--- src/rtl/frame_sequencer_if.sv ---
// Register-write / status-read strobes into the frame sequencer and the
// quarter/half-frame enables, IRQ and step index coming back out.
interface frame_sequencer_if;
  logic [7:0] reg_4017;
  logic       reg_event;
  logic       status_read;
  logic       enable_240hz;
  logic       enable_120hz;
  logic       frame_irq;
  logic [2:0] step;

  // CPU / bus side
  modport master (
    output reg_4017,
    output reg_event,
    output status_read,
    input  enable_240hz,
    input  enable_120hz,
    input  frame_irq,
    input  step
  );

  // Sequencer side
  modport slave (
    input  reg_4017,
    input  reg_event,
    input  status_read,
    output enable_240hz,
    output enable_120hz,
    output frame_irq,
    output step
  );
endinterface

--- src/rtl/frame_sequencer.sv ---
// APU $4017 frame counter: divides the CPU clock into quarter/half-frame enables,
// runs the 4-step / 5-step sequences and raises the frame IRQ.
module frame_sequencer #(
  parameter int unsigned STEP_CYCLES = 7457
) (
  input logic               clk,
  input logic               reset,
  frame_sequencer_if.slave  bus
);

  localparam logic [15:0] DivReload = 16'(STEP_CYCLES - 1);

  localparam logic [2:0] Step0 = 3'd0;
  localparam logic [2:0] Step1 = 3'd1;
  localparam logic [2:0] Step2 = 3'd2;
  localparam logic [2:0] Step3 = 3'd3;
  localparam logic [2:0] Step4 = 3'd4;

  logic [15:0] div_q, div_d;
  logic [2:0]  step_q, step_d;
  logic        mode_q, mode_d;
  logic        inhibit_q, inhibit_d;
  logic        quarter_q, quarter_d;
  logic        half_q, half_d;
  logic        irq_q, irq_d;
  logic        tick;
  logic        irq_set;
  logic        irq_clear;

  logic unused_reg_bits;
  assign unused_reg_bits = ^bus.reg_4017[5:0];

  assign tick = (div_q == 16'd0);

  always_comb begin
    div_d     = tick ? DivReload : div_q - 16'd1;
    step_d    = step_q;
    mode_d    = mode_q;
    inhibit_d = inhibit_q;
    quarter_d = 1'b0;
    half_d    = 1'b0;
    irq_set   = 1'b0;

    if (bus.reg_event) begin
      // A write restarts the sequence and overrides a coincident tick.
      mode_d    = bus.reg_4017[7];
      inhibit_d = bus.reg_4017[6];
      div_d     = DivReload;
      step_d    = Step0;
      quarter_d = bus.reg_4017[7];
      half_d    = bus.reg_4017[7];
    end else if (tick) begin
      case (step_q)
        Step0: begin
          quarter_d = 1'b1;
          step_d    = Step1;
        end
        Step1: begin
          quarter_d = 1'b1;
          half_d    = 1'b1;
          step_d    = Step2;
        end
        Step2: begin
          quarter_d = 1'b1;
          step_d    = Step3;
        end
        Step3: begin
          if (mode_q) begin
            step_d = Step4;
          end else begin
            quarter_d = 1'b1;
            half_d    = 1'b1;
            irq_set   = ~inhibit_q;
            step_d    = Step0;
          end
        end
        Step4: begin
          quarter_d = 1'b1;
          half_d    = 1'b1;
          step_d    = Step0;
        end
        default: step_d = Step0;
      endcase
    end
  end

  // A set in the same cycle as an acknowledge leaves the flag high.
  assign irq_clear = bus.status_read | (bus.reg_event & bus.reg_4017[6]);

  always_comb begin
    irq_d = irq_q;
    if (irq_set) begin
      irq_d = 1'b1;
    end else if (irq_clear) begin
      irq_d = 1'b0;
    end
  end

  always_ff @(posedge clk or negedge reset) begin
    if (!reset) begin
      div_q     <= DivReload;
      step_q    <= Step0;
      mode_q    <= 1'b0;
      inhibit_q <= 1'b0;
      quarter_q <= 1'b0;
      half_q    <= 1'b0;
      irq_q     <= 1'b0;
    end else begin
      div_q     <= div_d;
      step_q    <= step_d;
      mode_q    <= mode_d;
      inhibit_q <= inhibit_d;
      quarter_q <= quarter_d;
      half_q    <= half_d;
      irq_q     <= irq_d;
    end
  end

  assign bus.enable_240hz = quarter_q;
  assign bus.enable_120hz = half_q;
  assign bus.frame_irq    = irq_q;
  assign bus.step         = step_q;

  half_implies_quarter: assert property (@(posedge clk) disable iff (!reset)
    half_q |-> quarter_q);

  step_in_range: assert property (@(posedge clk) disable iff (!reset)
    (mode_q ? (step_q <= Step4) : (step_q <= Step3)));

endmodule
--- src/flat_wrapper.sv ---
// flat-port wrapper written by rule: the top's interface ports become plain ports
module frame_sequencer_flat 
#(
  parameter int unsigned STEP_CYCLES = 7457
)
  (clk, reset, bus_reg_4017, bus_reg_event, bus_status_read, bus_enable_240hz, bus_enable_120hz, bus_frame_irq, bus_step);
  frame_sequencer_if bus_i ();
  input logic clk;
  input logic reset;
  input wire logic [$bits(bus_i.reg_4017)-1:0] bus_reg_4017;
  input wire logic [$bits(bus_i.reg_event)-1:0] bus_reg_event;
  input wire logic [$bits(bus_i.status_read)-1:0] bus_status_read;
  output wire logic [$bits(bus_i.enable_240hz)-1:0] bus_enable_240hz;
  output wire logic [$bits(bus_i.enable_120hz)-1:0] bus_enable_120hz;
  output wire logic [$bits(bus_i.frame_irq)-1:0] bus_frame_irq;
  output wire logic [$bits(bus_i.step)-1:0] bus_step;
  assign bus_i.reg_4017 = bus_reg_4017;
  assign bus_i.reg_event = bus_reg_event;
  assign bus_i.status_read = bus_status_read;
  assign bus_enable_240hz = bus_i.enable_240hz;
  assign bus_enable_120hz = bus_i.enable_120hz;
  assign bus_frame_irq = bus_i.frame_irq;
  assign bus_step = bus_i.step;
  frame_sequencer #(.STEP_CYCLES(STEP_CYCLES)) u_core (.clk(clk), .reset(reset), .bus(bus_i));
endmodule
--- config.mk ---
export PLATFORM = sky130hd
export DESIGN_NAME = frame_sequencer_flat
export DESIGN_NICKNAME = d
export VERILOG_FILES = /design/src/rtl/frame_sequencer_if.sv /design/src/rtl/frame_sequencer.sv /design/src/flat_wrapper.sv
export SDC_FILE = /design/constraint.sdc
export NUM_CORES = 1
export LEC_CHECK = 0
export CAP_MARGIN = 20
export CELL_PAD_IN_SITES_DETAIL_PLACEMENT = 1
export CELL_PAD_IN_SITES_GLOBAL_PLACEMENT = 2
export CORE_MARGIN = 2
export CORE_UTILIZATION = 25
export DETAILED_ROUTE_END_ITERATION = 10
export GPL_ROUTABILITY_DRIVEN = 0
export HOLD_SLACK_MARGIN = 0.1
export PLACE_DENSITY = 0.7
export REMOVE_ABC_BUFFERS = 1
export SKIP_CTS_REPAIR_TIMING = 1
export SLEW_MARGIN = 20
export SYNTH_ARGS = -nofsm -noshare
export SYNTH_HDL_FRONTEND = slang
export SYNTH_SLANG_ARGS = --single-unit
--- constraint.sdc ---
create_clock -name clk -period 1.9 [get_ports clk]
set_input_delay 0.38 -clock clk [delete_from_list [all_inputs] [get_ports clk]]
set_output_delay 0.38 -clock clk [all_outputs]
set_load 0.05 [all_outputs]
==> out/qor.csv <==
stage,metric,value,unit
layout,nets@finish,145,
placement,port buffer count,11,
worst_setup_path,R2R Path End,u_core.bus.step[1],
layout,ANT cells,0,
yosys,"Seq/Total Area, Yosys",52.15,%
power,Leakage,0.6136,nW
timing,Final period util,95.43,%
global_route,vias in the first global route,932,
clocking,H-Tree Depth,1,
timing,Tightest Pin Transition,0.5317,ns
worst_setup_path,critical path startpoint category,flop,
layout,area of the multi-input gates,536.8,um^2
power,Seq pwr share,47.7,%
layout,fin area,1461,um^2
power,power density over the cells,864.1,nW/um^2
routing,number of vias per cell,4.765,
hold_path,worst hold path class,in2async,
routing,initial DRC count,40,
worst_setup_path,WP buf/inv,1,
yosys,asr flop ratio synth,100.0,%
power,clock share of power,35.9,%
routing,first-pass detailed-route iteration total,2,
timing,final hold slack,0.4694,ns
layout,share of cells above drive strength 1,19.08,%
worst_setup_path,Setup crit end kind,primary output,
floorplanning,Row Count,24,
power,P_int,0.0009305,W
worst_setup_path,Worst R2R Setup Slack,0.19,ns
worst_setup_path,crit path DAT,1.43,ns
routing,final WL,2.625,mm
global_route,gr usage total,11.13,%
worst_setup_path,Worst R2R Path Depth,6,
power,Net Sw Frac,26.31,%
power,Combinational Power Share,16.4,%
placement,"Cell Area, Placed",1383,um^2
clocking,TritonCTS clock tree,yes,
routing,via count,872,
timing,final hold violations,0,
yosys,largest area contributor in the netlist,dfrtp_1,
run,max-capacitance violation count,0,
yosys,Seq cells post-synth,24,
routing,DRC Markers,0,
yosys,synth warn,0,
yosys,Mapped Cells,110,
worst_setup_path,Crit Path Category,reg2out,
layout,fill cell count,488,
worst_setup_path,Crit path max-delay family,buffers and inverters,
clocking,CTS Buffer Depth,2,
routing,post-route ant nets,0,
worst_setup_path,WP data required,1.52,ns
placement,DPL Wire Length,1.838,mm
yosys,post-synth cell types,33,
timing,max-slew violations,0,
yosys,Post-synth EDFFs,0,
clocking,Skew-Pair Late Insertion Delay,0.27,ns
worst_setup_path,CP max stage delay,0.80,ns
outcome,status,completed,
timing,Slew headroom,64.23,%
layout,Reg area,606.8,um^2
floorplanning,DIE HEIGHT,72.23,um
timing,fmax,551.5,MHz
global_route,GRT overflow,0,
global_route,initial antenna violation count,0,
layout,Layout area overhead,25.59,%
floorplanning,number of placed I/O pins,18,
timing,minimum clock period,1.813,ns
yosys,Post-Syn Area,1164,um^2
worst_setup_path,CP max FO,2,
power,maximum vdd ir drop,0.3857,mV
timing,Total Neg Setup Slack,0,ns
yosys,syn_area_per_cell,10.58,um^2
global_route,largest net degree at the start of global routing,25,
yosys,top cell type's share of synthesized area,40.86,%
timing,RSZ-0062 raised after global routing,false,
worst_setup_path,CP max-delay cell,clkdlybuf4s50_1,
power,total power,0.001263,W
yosys,largest cells by area after synthesis,"dfrtp_1 (41%), dfstp_2 (11%), xor2_1 (5.3%)",
floorplanning,die area,5216,um^2
clocking,clock sink count,24,
worst_setup_path,FF-to-FF Start,u_core.div_q[0],
yosys,ys flop type,dfrtp_1,
floorplanning,Die W,72.23,um
clocking,clock buffer count from CTS,3,
worst_setup_path,"critical path, cell by cell",clkdlybuf4s50_1,
routing,Avg WL per Cell,14.34,um
timing,skew final,0.006924,ns
power,net switching power figure,0.0003323,W
clocking,clock tree root buffer cell,clkbuf_8,
clocking,clk slew on worst S/H paths,0.09,ns
floorplanning,Initial Util,26.36,%
global_route,first-pass GRT wire length,4.457,mm
timing,final setup fails,0,
floorplanning,area of the core,4414,um^2
cell usage in the layout, fill, tap and decap left out:
master,count
dfrtp_1,19
nor2_1,16
buf_4,11
nand2_1,8
clkdlybuf4s50_1,8
xor2_1,7
o31ai_1,5
inv_1,5
dfstp_2,5
a21oi_1,4
nor2b_1,3
nand4_1,3
mux2i_1,3
nor4_1,3
xnor2_1,3
o21ai_0,3
clkbuf_8,3
nor3_1,2
nand4b_1,2
nand3_1,2
nand3b_1,2
nor4_4,1
nor3b_4,1
nand4_4,1
or2b_2,1
nand2b_1,1
or4_1,1
o41ai_1,1
a22oi_1,1
and3_1,1
mux2_2,1
or3b_1,1
a211o_1,1
ha_1,1
bufinv_16,1
power by group through the flow:
stage / combinational, W / sequential [W] / clock [W]
finish: 0.000206 / 0.000603 / 0.000453
floorplan: 0.000114 / 0.000607 / 0
CTS: 0.000208 / 0.000601 / 0.000473
global placement: 0.000198 / 0.000606 / 0
global route: 0.000230 / 0.000609 / 0.000494
detailed placement: 0.000205 / 0.000610 / 0
area by class of cell:
type                       instances  share of cell area, %
clock inverter                     1                  2.055
timing repair buffer              19                  11.13
sequential                        24                  41.52
multi-input combinational         79                  36.73
inverter                           5                  1.284
tap                               52                  4.452
clock buffer                       3                  2.825
flip-flops by register name (all words and copies together) (netlist names):
signal	count
u_core.bus.enable_120hz	1
u_core.bus.enable_240hz	1
u_core.bus.frame_irq	1
u_core.bus.step	3
u_core.div_q	16
u_core.inhibit_q	1
u_core.mode_q	1
synth_stat cells (2+ instances only):
master,instances
nand2_1,8
nor4_1,3
o31ai_1,5
nand4b_1,2
xor2_1,7
nor2b_1,3
o21ai_0,3
a21oi_1,4
dfstp_2,5
nand4_1,3
mux2i_1,3
nor3_1,2
nor2_1,16
nand3b_1,2
nand3_1,2
dfrtp_1,19
xnor2_1,3
inv_1,5
per-layer routing:
metal / GRT usage, % / up-vias / routed length [um]
li1: - / 424 / -
met1: 14.04 / 430 / 1264
met2: 18.96 / 16 / 1245
met3: 3.056 / 2 / 103
met4: 2.516 / 0 / 11
met5: 0 / - / 0
worst max path at each step:
stage / start / endpoint / cells past startpoint
after global routing: u_core.bus.frame_irq / bus_frame_irq / 1
after CTS: u_core.div_q[0] / u_core.div_q[15] / 6
after detailed placement: u_core.div_q[0] / u_core.div_q[15] / 6
after floorplan: u_core.div_q[0] / u_core.bus.step[1] / 6
final: u_core.bus.frame_irq / bus_frame_irq / 1
after global placement: u_core.div_q[0] / u_core.div_q[15] / 6
through the flow:
stage	setup slack, ns	std cells	utilization (%)
5_1_grt	0.01943	183	33.11
3_5_place_dp	0.1087	179	31.32
4_1_cts	0.05596	183	32.94
6_report	0.08678	183	33.11
2_1_floorplan	0.08783	108	-
3_3_place_gp	0.1723	179	31.32
logic make-up (layout without fill, tap and decap cells):
kind of cell             count (synthesis)  count (layout)  share of synthesized area [%]
AND/OR/NAND/NOR                         49              49                          24.95
flip-flops                              24              24                          52.15
AO/OA/AOI/OAI                           15              15                          8.388
XOR/XNOR                                10              10                          7.527
buffers and inverters                    7              28                          2.365
multiplexers                             4               4                          3.548
adder cells (fa/ha/maj)                  1               1                          1.075
Power figures use the tool's default switching activity.
